<file path="src/rtl/r2r_pattern_seq.sv">
`timescale 1ns/1ps
// r2r_pattern_seq: playback sequencer for the 256x8 R2R pattern RAM.
// While idle it forwards CPU pattern writes to the RAM write port. On a trigger
// it streams RAM entries 0..length to the R2R DAC. Each sample is held for
// period+1 clocks, and the whole pattern is played repeat_n+1 times.
module r2r_pattern_seq #(
  parameter logic [7:0] IDLE_CODE = 8'h00
) (
  input  logic       clock,
  input  logic       reset_n,
  input  logic       cfg_we,
  input  logic [7:0] cfg_addr,
  input  logic [7:0] cfg_data,
  input  logic [7:0] length,
  input  logic [7:0] period,
  input  logic [7:0] repeat_n,
  input  logic       trigger,
  input  logic       abort,
  output logic       busy,
  output logic       done,
  output logic       cfg_err,
  output logic [7:0] r2r_out,
  output logic [7:0] ram_data,
  output logic [7:0] ram_wraddress,
  output logic       ram_wren,
  output logic [7:0] ram_rdaddress,
  input  logic [7:0] ram_q
);

  typedef enum logic [1:0] {
    S_IDLE,
    S_PRIME,
    S_PLAY
  } state_t;

  state_t     r_state;
  state_t     w_next_state;

  // Configuration captured at trigger time; live inputs are ignored afterwards.
  logic [7:0] r_len;
  logic [7:0] r_per;
  logic [7:0] r_rep;

  logic [7:0] r_samp;      // index of the sample loaded at the next slot edge
  logic [7:0] r_hold;      // clocks elapsed within the current sample slot
  logic [7:0] r_pass;      // passes completed so far
  logic       r_fin;       // last sample of the last pass is on the output
  logic [7:0] r_rdaddr;
  logic [7:0] r_r2r;
  logic       r_done;
  logic       r_cfg_err;
  logic       r_err_pend;

  logic       w_busy;
  logic       w_start;
  logic       w_abort;
  logic       w_load;
  logic       w_fetch;
  logic       w_finish;
  logic       w_reject;
  logic [7:0] w_next_addr;

  assign w_busy      = (r_state != S_IDLE);
  assign w_start     = (r_state == S_IDLE) && trigger && !abort;
  assign w_abort     = w_busy && abort;
  // A slot edge loads ram_q into the output.
  assign w_load      = (r_state == S_PLAY) && (r_hold == 8'd0);
  // The read address moves one edge ahead of each slot edge to cover the
  // RAM latency. The first such edge is the PRIME->PLAY edge.
  assign w_fetch     = (r_state == S_PRIME) ||
                       ((r_state == S_PLAY) && (r_hold == r_per));
  assign w_finish    = w_load && r_fin && !abort;
  assign w_reject    = cfg_we && w_busy;
  assign w_next_addr = (r_rdaddr == r_len) ? 8'd0 : r_rdaddr + 8'd1;

  // State register.
  always_ff @(posedge clock or negedge reset_n) begin
    if (!reset_n) begin
      r_state <= S_IDLE;
    end else begin
      r_state <= w_next_state;
    end
  end

  // Next-state logic; abort takes priority over start and completion.
  always_comb begin
    w_next_state = r_state;
    case (r_state)
      S_IDLE: begin
        if (w_start) begin
          w_next_state = S_PRIME;
        end
      end
      S_PRIME: begin
        if (abort) begin
          w_next_state = S_IDLE;
        end else begin
          w_next_state = S_PLAY;
        end
      end
      S_PLAY: begin
        if (abort || w_finish) begin
          w_next_state = S_IDLE;
        end
      end
      default: w_next_state = S_IDLE;
    endcase
  end

  // Output decode from state and registered flags; the write port is a pass-through.
  always_comb begin
    busy          = w_busy;
    done          = r_done;
    cfg_err       = r_cfg_err;
    r2r_out       = r2r_out_q();
    ram_rdaddress = r_rdaddr;
    ram_wraddress = cfg_addr;
    ram_data      = cfg_data;
    ram_wren      = cfg_we && !w_busy;
  end

  function automatic logic [7:0] r2r_out_q();
    return r_r2r;
  endfunction

  // Shadow configuration, slot/sample/pass counters and read address.
  always_ff @(posedge clock or negedge reset_n) begin
    if (!reset_n) begin
      r_len    <= '0;
      r_per    <= '0;
      r_rep    <= '0;
      r_samp   <= '0;
      r_hold   <= '0;
      r_pass   <= '0;
      r_fin    <= 1'b0;
      r_rdaddr <= '0;
    end else if (w_start) begin
      r_len    <= length;
      r_per    <= period;
      r_rep    <= repeat_n;
      r_samp   <= '0;
      r_hold   <= '0;
      r_pass   <= '0;
      r_fin    <= 1'b0;
      r_rdaddr <= '0;
    end else if (w_abort || w_finish) begin
      r_samp   <= '0;
      r_hold   <= '0;
      r_pass   <= '0;
      r_fin    <= 1'b0;
      r_rdaddr <= '0;
    end else if (w_busy) begin
      if (w_fetch) begin
        r_rdaddr <= w_next_addr;
      end
      if (r_state == S_PLAY) begin
        r_hold <= (r_hold == r_per) ? 8'd0 : r_hold + 8'd1;
        if (w_load) begin
          if (r_samp == r_len) begin
            r_samp <= '0;
            if (r_pass == r_rep) begin
              r_fin <= 1'b1;
            end else begin
              r_pass <= r_pass + 8'd1;
            end
          end else begin
            r_samp <= r_samp + 8'd1;
          end
        end
      end
    end
  end

  // DAC output register plus the done / cfg_err pulses.
  always_ff @(posedge clock or negedge reset_n) begin
    if (!reset_n) begin
      r_r2r      <= IDLE_CODE;
      r_done     <= 1'b0;
      r_cfg_err  <= 1'b0;
      r_err_pend <= 1'b0;
    end else begin
      if (w_abort || w_finish) begin
        r_r2r <= IDLE_CODE;
      end else if (w_load) begin
        r_r2r <= ram_q;
      end
      r_done <= w_finish;
      // A write rejected on the completion edge would collide with done, so
      // its error pulse is deferred by one cycle; busy is low by then, so no
      // new rejection can coincide with the deferred one.
      r_cfg_err  <= (w_reject && !w_finish) || r_err_pend;
      r_err_pend <= w_reject && w_finish;
    end
  end

endmodule

</file>
<file path="config.mk">
export PLATFORM = sky130hd
export DESIGN_NAME = r2r_pattern_seq
export DESIGN_NICKNAME = d
export VERILOG_FILES = /design/src/rtl/r2r_pattern_seq.sv
export SDC_FILE = /design/constraint.sdc
export NUM_CORES = 1
export LEC_CHECK = 0
export ABC_AREA = 1
export CORE_ASPECT_RATIO = 0.6
export CORE_UTILIZATION = 35
export CTS_BUF_LIST = sky130_fd_sc_hd__clkbuf_2
export CTS_CLUSTER_SIZE = 25
export DETAILED_ROUTE_END_ITERATION = 12
export DONT_BUFFER_PORTS = 1
export GPL_TIMING_DRIVEN = 0
export PLACE_DENSITY = 0.59
export SLEW_MARGIN = 25
export SYNTH_ARGS = -nofsm -noshare
export SYNTH_HDL_FRONTEND = slang
export SYNTH_SLANG_ARGS = --single-unit
export TNS_END_PERCENT = 50
</file>
<file path="constraint.sdc">
create_clock -name clock -period 1.7 [get_ports clock]
set_input_delay 0.17 -clock clock [delete_from_list [all_inputs] [get_ports clock]]
set_output_delay 0.17 -clock clock [all_outputs]
set_load 0.03 [all_outputs]
</file>
==> impl_metrics.py, run 1 <==
metrics = {
    "placed_design": {
        "gp_congestion": 0.871,
        "dpl_cell_area_sq_um": 4180,
        "dp_hpwl_um": 6870,
        "port_buffers": 0,
        "place_inst": 657,
    },
    "global_route": {
        "antenna_found_initial": 0,
        "grt_pass1_vias": 3069,
        "overflow": 0,
        "grt_first_pass_wirelength_um": 15500,
        "grt_max_degree": 71,
        "track_usage": 0.170,
    },
    "synthesis": {
        "synth_seq_cells": 70,
        "synth_top_area_frac": 0.437,
        "netlist_instances": 518,
        "ys.flop_type": "dfrtp_1",
        "synth_nets": 576,
        "synth-edff-count": 0,
        "async_flop_share": 1.00,
        "yosysTopAreaCell": "dfrtp_1",
        "syn_avg_cell_area_sq_um": 7.74,
        "ys_seq_area_frac": 0.437,
        "syn_area_sq_um": 4010,
        "synth.distinct_cells": 34,
        "synth.area.top_cells": "dfrtp_1 44%, nand2_1 17%, nand3_1 4.4%",
        "ys.warnings.count": 0,
    },
    "clocking": {
        "cts_inserted_buffers": 9,
        "cts_tree": "yes",
        "clk_pin_slew_ns": 0.22,
        "clock_latency_ns": 0.54,
        "root_buffer": "clkbuf_2",
        "h-tree-depth": 3,
        "clockBufferDepth": 2,
        "clock_sinks": 70,
    },
    "job": {
        "max_cap_viol_count": 0,
    },
    "die": {
        "fp.dieH_um": 84.9,
        "die_x_um": 140,
        "start_util": 0.370,
        "io_pins": 89,
        "core_area_sq_um": 10800,
        "design.die.area_sq_um": 11900,
        "row_count": 29,
    },
    "drt": {
        "route.met2.wl_um": 4060,
        "dr.max_layer_used": "met4",
        "ant_nets": 0,
        "vias": 3504,
        "first_pass_iters": 6,
        "drc_errors": 0,
        "m1WireLength_um": 5200,
        "wl_met3_um": 707,
        "drt-wirelength-per-cell_um": 13.7,
        "initialDrtViolationCount": 167,
        "vias_per_cell": 4.79,
        "finalWirelength_um": 10000,
    },
    "worst_setup_path": {
        "cpMaxStageDelayCell": "dfrtp_1",
        "cpPeakStageDelay_ns": 0.42,
        "cp_cell_sequence": "inv_2, ha_4, nand2_4, nor2_4, nand4_4, nand3_4, buf_6, a31oi_4, nand2_1, nand2_1",
        "end_kind": "flip-flop",
        "crit_arrival_ns": 2.17,
        "cpMostUsedCell": "nand2_1",
        "worstPathRequired_ns": 2.16,
        "startpoint_type": "flip-flop",
        "worstSetupPathType": "reg -> reg",
        "cp_max_fo": 8,
    },
    "timing": {
        "fmax_mhz": 586,
        "setup_viol": 3,
        "tns_ns": -0.0139,
        "max-slew-margin-rel": 0.646,
        "rsz0062_at_grt": "yes",
        "tightest_slew_ns": 0.530,
        "hold_viol": 0,
        "layout_setup_ws_ns": -0.00721,
        "fin_skew_ns": 0.0394,
        "min_period_ns": 1.71,
        "drv_slew": 0,
        "period_share": 1.00,
    },
    "final_layout": {
        "final_area_sq_um": 5110,
        "instances_no_fill": 731,
        "area_growth_pct": 27.4,
        "fin_util": 0.471,
        "layout-drive-gt1-share": 0.216,
        "fin_nets": 645,
        "n_antenna_cell": 0,
    },
    "worst_hold_path": {
        "hp-class": "in -> async",
    },
    "run_status": {
        "violations": "setup timing",
        "outcome": "finished with violations",
    },
    "power": {
        "power_per_cell_area_nw_per_um2": 943,
        "total_power_mw": 4.82,
        "p_leak_nw": 2.53,
        "ir_worst_vdd_v": 0.000466,
    },
}
## where the power goes
group	switching, mW	total, mW	internal (mW)	leakage, nW
combinational	0.775	1.33	0.554	1.53
sequential	0.341	2.23	1.89	0.915
clock	0.617	1.25	0.636	0.0881
total	1.73	4.82	3.08	2.53
## registers in the layout, summed over array words and instances, names as in the netlist
signal / cells
cfg_err: 1
r_samp: 8
r2r_out: 8
r_len: 8
r_state: 2
r_err_pend: 1
r_fin: 1
r_rep: 8
r_pass: 8
r_hold: 8
ram_rdaddress: 8
done: 1
r_per: 8
## logic make-up (layout without fill, tap and decap cells)
family	count (synthesis)	in the layout	share of synthesized area
AND/OR/NAND/NOR	293	294	0.321
buffers and inverters	80	153	0.100
flip-flops	70	70	0.437
XOR/XNOR	37	37	0.0808
AO/OA/AOI/OAI	33	33	0.0456
adder cells (fa/ha/maj)	5	5	0.0156
## worst max-delay path, delay by kind of cell (launching register included)
family | cells | cell delay (ns)
AOI/OAI and AO/OA | 1 | 0.26
adders and majority gates | 1 | 0.16
buffers and inverters | 2 | 0.23
DFF | 1 | 0.42
and+or+nand+nor | 6 | 0.53
## path summary, 6_finish.rpt
kind / startpoint / slack (ns) / cells after the start / to
max: r_hold[0]$_DFFE_PN0P_ / -0.007 / 10 / r_pass[0]$_DFFE_PN0P_
min: reset_n / 0.18 / 2 / r_hold[3]$_DFFE_PN0P_
max reg2reg: r_hold[0]$_DFFE_PN0P_ / -0.007 / 10 / r_pass[0]$_DFFE_PN0P_
min reg2reg: r_err_pend$_DFF_PN0_ / 0.47 / 1 / cfg_err$_DFF_PN0_
max in group asynchronous: reset_n / 1.18 / 2 / ram_rdaddress[0]$_DFFE_PN0P_
min in group clock: period[3] / 0.27 / 3 / r_per[3]$_DFFE_PN0P_
## layout make-up
| type | count | area [sq um] |
|---|---|---|
| flip-flops and latches | 70 | 1760 |
| fillers | 1059 | 5740 |
| plain buffers | 29 | 221 |
| clock buffers | 10 | 50.0 |
| repair buffers | 59 | 572 |
| well taps | 139 | 174 |
| clock inverters | 6 | 110 |
| multi-input cells | 369 | 2030 |
| inverters | 49 | 191 |
## through the flow
step | hold WS, ns | setup WS [ns]
2_1_floorplan | -0.126 | 0.0931
3_3_place_gp | -0.124 | -0.179
3_5_place_dp | -0.124 | -0.207
4_1_cts | -0.374 | -0.0383
5_1_grt | 0.177 | -0.118
6_report | 0.183 | -0.00721
## cells in the final DEF (no fill, tap or decap), types with 2 or more instances in the layout
master,n
nand3_1,34
clkinvlp_4,2
nand3_4,2
a31oi_1,2
nor3_1,2
buf_8,2
a21oi_1,8
o21ai_0,14
inv_1,36
o21ai_1,2
dfrtp_1,63
inv_2,10
bufinv_16,3
o21ai_2,3
nand3b_1,3
nand2_4,5
inv_4,3
nor2_4,13
clkbuf_2,15
nand4_1,10
dlygate4sd3_1,36
nand2_1,175
dfrtp_2,7
buf_4,35
ha_1,4
xnor2_1,19
nor2_1,37
nand2_2,7
buf_6,7
xor2_1,18
## per-layer routing
layer	vias up	GRT usage
met5	-	0
met4	0	0.0430
met3	9	0.0576
met2	116	0.226
met1	1636	0.256
li1	1743	-
## Yosys cell counts (all sizes together) (3+ instances only)
cell	count
o21ai	20
xor2	18
buf	25
nand3b	3
a21oi	9
nor2	51
dfrtp	70
nand2	187
inv	49
xnor2	19
nand3	37
a31oi	3
ha	5
clkbuf	6
nand4	11
## repair_timing
action                                  in CTS  in global routing
buffers inserted                            11                 11
gates resized for setup                     27                 38
hold buffers                                36                  1
endpoints found under the setup margin      68                 61
pin swaps                                    6                 25
endpoints found under the hold margin      113                  8
cloned                                       0                  1
Power figures use the tool's default switching activity.
==> run 2: changes to the inputs <==
--- a/config.mk
+++ b/config.mk
@@ -5,15 +5,15 @@
 export SDC_FILE = /design/constraint.sdc
 export NUM_CORES = 1
 export LEC_CHECK = 0
-export ABC_AREA = 1
+export ABC_AREA = 0
 export CORE_ASPECT_RATIO = 0.6
-export CORE_UTILIZATION = 35
+export CORE_UTILIZATION = 59
 export CTS_BUF_LIST = sky130_fd_sc_hd__clkbuf_2
 export CTS_CLUSTER_SIZE = 25
 export DETAILED_ROUTE_END_ITERATION = 12
 export DONT_BUFFER_PORTS = 1
 export GPL_TIMING_DRIVEN = 0
-export PLACE_DENSITY = 0.59
+export PLACE_DENSITY = 0.86
 export SLEW_MARGIN = 25
 export SYNTH_ARGS = -nofsm -noshare
 export SYNTH_HDL_FRONTEND = slang
==> run 2 against run 1 <==
The flow still finishes with violations (setup timing). Clock power down 11%. Cell area up 2.4%. Critical path depth unchanged. Hold slack worse by 0.18 ns. Via count up 2.7%. Flip-flop and latch count unchanged. Non-clock buffer count up 14. Combinational power about the same. Sequential power down 3%. Critical endpoint is now r_pass[2]$_DFFE_PN0P_.
==> impl_metrics.py, run 2 <==
metrics = {
    "global_route": {
        "track_usage": 0.325,
        "antenna_found_initial": 0,
        "grt_pass1_vias": 3334,
        "grt_first_pass_wirelength_um": 16700,
        "grt_max_degree": 71,
        "overflow": 0,
    },
    "clocking": {
        "clock_latency_ns": 0.57,
        "cts_tree": "yes",
        "root_buffer": "clkbuf_2",
        "cts_inserted_buffers": 9,
        "clk_pin_slew_ns": 0.20,
        "clockBufferDepth": 2,
        "clock_sinks": 70,
        "h-tree-depth": 3,
    },
    "timing": {
        "fin_skew_ns": 0.0329,
        "min_period_ns": 2.32,
        "fmax_mhz": 430,
        "hold_ws_ns": 0.00663,
        "period_share": 1.37,
        "rsz0062_at_grt": "yes",
        "hold_viol": 0,
        "tightest_slew_ns": 0.706,
        "drv_slew": 0,
        "layout_setup_ws_ns": -0.623,
        "max-slew-margin-rel": 0.528,
        "setup_viol": 46,
    },
    "worst_setup_path": {
        "worstPathRequired_ns": 2.15,
        "cpPeakStageDelay_ns": 0.50,
        "cp_max_fo": 7,
        "cp_cell_sequence": "inv_2, ha_4, or4b_4, nor4_4, buf_6, nor2_4, buf_8, buf_8, o311ai_4, o31ai_4",
        "cpMaxStageDelayCell": "or4b_4",
        "crit_arrival_ns": 2.77,
        "startpoint_type": "flip-flop",
        "worstSetupPathType": "reg -> reg",
        "end_kind": "flip-flop",
        "cpMostUsedCell": "buf_8",
    },
    "synthesis": {
        "netlist_top_cells_count": "70 x dfrtp_1, 29 x nand2_1, 24 x mux2_2, 24 x xor2_1, 19 x buf_4",
        "post-synth-top-count-cell": "dfrtp_1",
        "ys.flop_type": "dfrtp_1",
        "syn_avg_cell_area_sq_um": 10.6,
        "syn_area_sq_um": 3870,
        "ys.warnings.count": 0,
        "synth.area.top_cells": "dfrtp_1 45%, mux2_2 7.0%, xor2_1 5.4%",
        "synth_top_area_frac": 0.453,
        "ys_seq_area_frac": 0.453,
        "synth-edff-count": 0,
        "yosysTopAreaCell": "dfrtp_1",
        "synth_seq_cells": 70,
        "async_flop_share": 1.00,
        "netlist_instances": 366,
        "synth_nets": 424,
        "synth.distinct_cells": 60,
    },
    "die": {
        "design.die.area_sq_um": 6900,
        "io_pins": 89,
        "row_count": 22,
        "core_area_sq_um": 6220,
        "die_x_um": 107,
        "start_util": 0.622,
        "fp.dieH_um": 64.7,
    },
    "drt": {
        "ant_nets": 0,
        "vias": 3599,
        "vias_per_cell": 6.74,
        "finalWirelength_um": 13000,
        "drt-wirelength-per-cell_um": 24.4,
        "drc_errors": 0,
        "initialDrtViolationCount": 335,
        "first_pass_iters": 5,
    },
    "placed_design": {
        "dp_hpwl_um": 6190,
        "port_buffers": 0,
        "gp_congestion": 0.854,
        "pre_cts_ws_ns": -0.808,
    },
    "power": {
        "power_per_cell_area_nw_per_um2": 887,
        "ir_worst_vdd_v": 0.000637,
        "p_leak_nw": 2.31,
    },
    "final_layout": {
        "fin_nets": 504,
        "area_growth_pct": 35.1,
        "fill_cells": 292,
        "n_antenna_cell": 0,
        "layout-drive-gt1-share": 0.373,
        "final_common_cell": "dfrtp_1",
        "final_cell_mix": "68 x dfrtp_1, 39 x buf_4, 35 x dlygate4sd3_1",
    },
    "run_status": {
        "outcome": "finished with violations",
        "violations": "setup timing",
    },
    "worst_hold_path": {
        "hp-class": "in -> reg",
    },
    "job": {
        "max_cap_viol_count": 0,
    },
}
[run 2: cell count changes in the layout (fill, tap and decap cells not counted), sizes merged, moves of 8 or more]
cell | before | now
nor2 | 51 | 10
o21ai | 20 | 11
nand4 | 11 | 3
mux2 | 0 | 24
or3 | 0 | 8
nor4 | 0 | 8
and3 | 0 | 8
nand3 | 37 | 14
nand2 | 188 | 29
a22o | 0 | 8
a31oi | 3 | 12
xnor2 | 19 | 8
buf | 46 | 63
inv | 49 | 10
[run 2: layout make-up]
class	count	area (sq um)	share of cell area
Multi-Input combinational cell	253	2220	0.424
Sequential cell	70	1750	0.335
Timing Repair Buffer	71	738	0.141
Buffer	31	253	0.0483
Tap cell	84	105	0.0201
Clock inverter	5	75.1	0.0144
Clock buffer	10	50.0	0.00957
Inverter	10	37.5	0.00718
[run 2: repair_timing]
item | CTS | global route
setup endpoints to repair | 66 | 56
gates resized for setup | 30 | 63
pin swaps | 16 | 24
setup buffers | 16 | 17
cloned | 0 | 2
endpoints found under the hold margin | 105 | 0
hold buffers | 36 | 0
[run 2: stage by stage]
| step | total power, mW | cells | instance area (sq um) | TNS (ns) | util |
|---|---|---|---|---|---|
| after floorplan | 2.80 | 366 | 3900 | -13.34 | - |
| after global placement | 2.93 | 450 | 4000 | -32.46 | 0.643 |
| after detailed placement | 2.98 | 450 | 4000 | -37.30 | 0.643 |
| after CTS | 4.24 | 516 | 4760 | -17.70 | 0.764 |
| after global routing | 4.78 | 534 | 5230 | -23.73 | 0.841 |
| final | 4.64 | 534 | 5230 | -22.16 | 0.841 |
[run 2: critical path: cells and delay by family (launching register included)]
family	cells	cell delay (ns)
simple gates	3	0.78
flops	1	0.44
compound gates	2	0.21
fa+ha+maj	1	0.14
buf+inv	4	0.63
[run 2: worst paths after layout]
kind | slack, ns | from | to | depth (start not counted)
setup reg to reg | -0.62 | r_hold[0]$_DFFE_PN0P_ | r_pass[2]$_DFFE_PN0P_ | 10
max in group asynchronous | 1.22 | reset_n | r_pass[0]$_DFFE_PN0P_ | 2
setup / recovery | -0.62 | r_hold[0]$_DFFE_PN0P_ | r_pass[2]$_DFFE_PN0P_ | 10
min in group asynchronous | 0.18 | reset_n | r_hold[2]$_DFFE_PN0P_ | 2
hold / removal | 0.007 | trigger | r_state[0]$_DFFE_PN0P_ | 2
hold reg to reg | 0.46 | r_err_pend$_DFF_PN0_ | cfg_err$_DFF_PN0_ | 1
[run 2: cell families after synthesis]
kind of cell | Yosys count | share of synthesized area
AO/OA/AOI/OAI | 77 | 0.142
XOR/XNOR | 32 | 0.0724
adder cells (fa/ha/maj) | 5 | 0.0162
buffers and inverters | 43 | 0.0660
flip-flops | 70 | 0.453
multiplexers | 25 | 0.0724
AND/OR/NAND/NOR | 114 | 0.178
[run 2: routing by layer]
metal | global-route usage | vias up | wire length, um
met4 | 0.130 | 0 | 737
met3 | 0.107 | 81 | 1550
met2 | 0.518 | 328 | 5770
li1 | - | 1479 | -
met1 | 0.413 | 1711 | 4960
met5 | 0 | - | 0
[run 2: report_power, final]
| group | internal (mW) | total (mW) | switching [mW] |
|---|---|---|---|
| clock network | 0.478 | 1.11 | 0.635 |
| logic | 0.630 | 1.36 | 0.734 |
| registers | 1.86 | 2.16 | 0.304 |
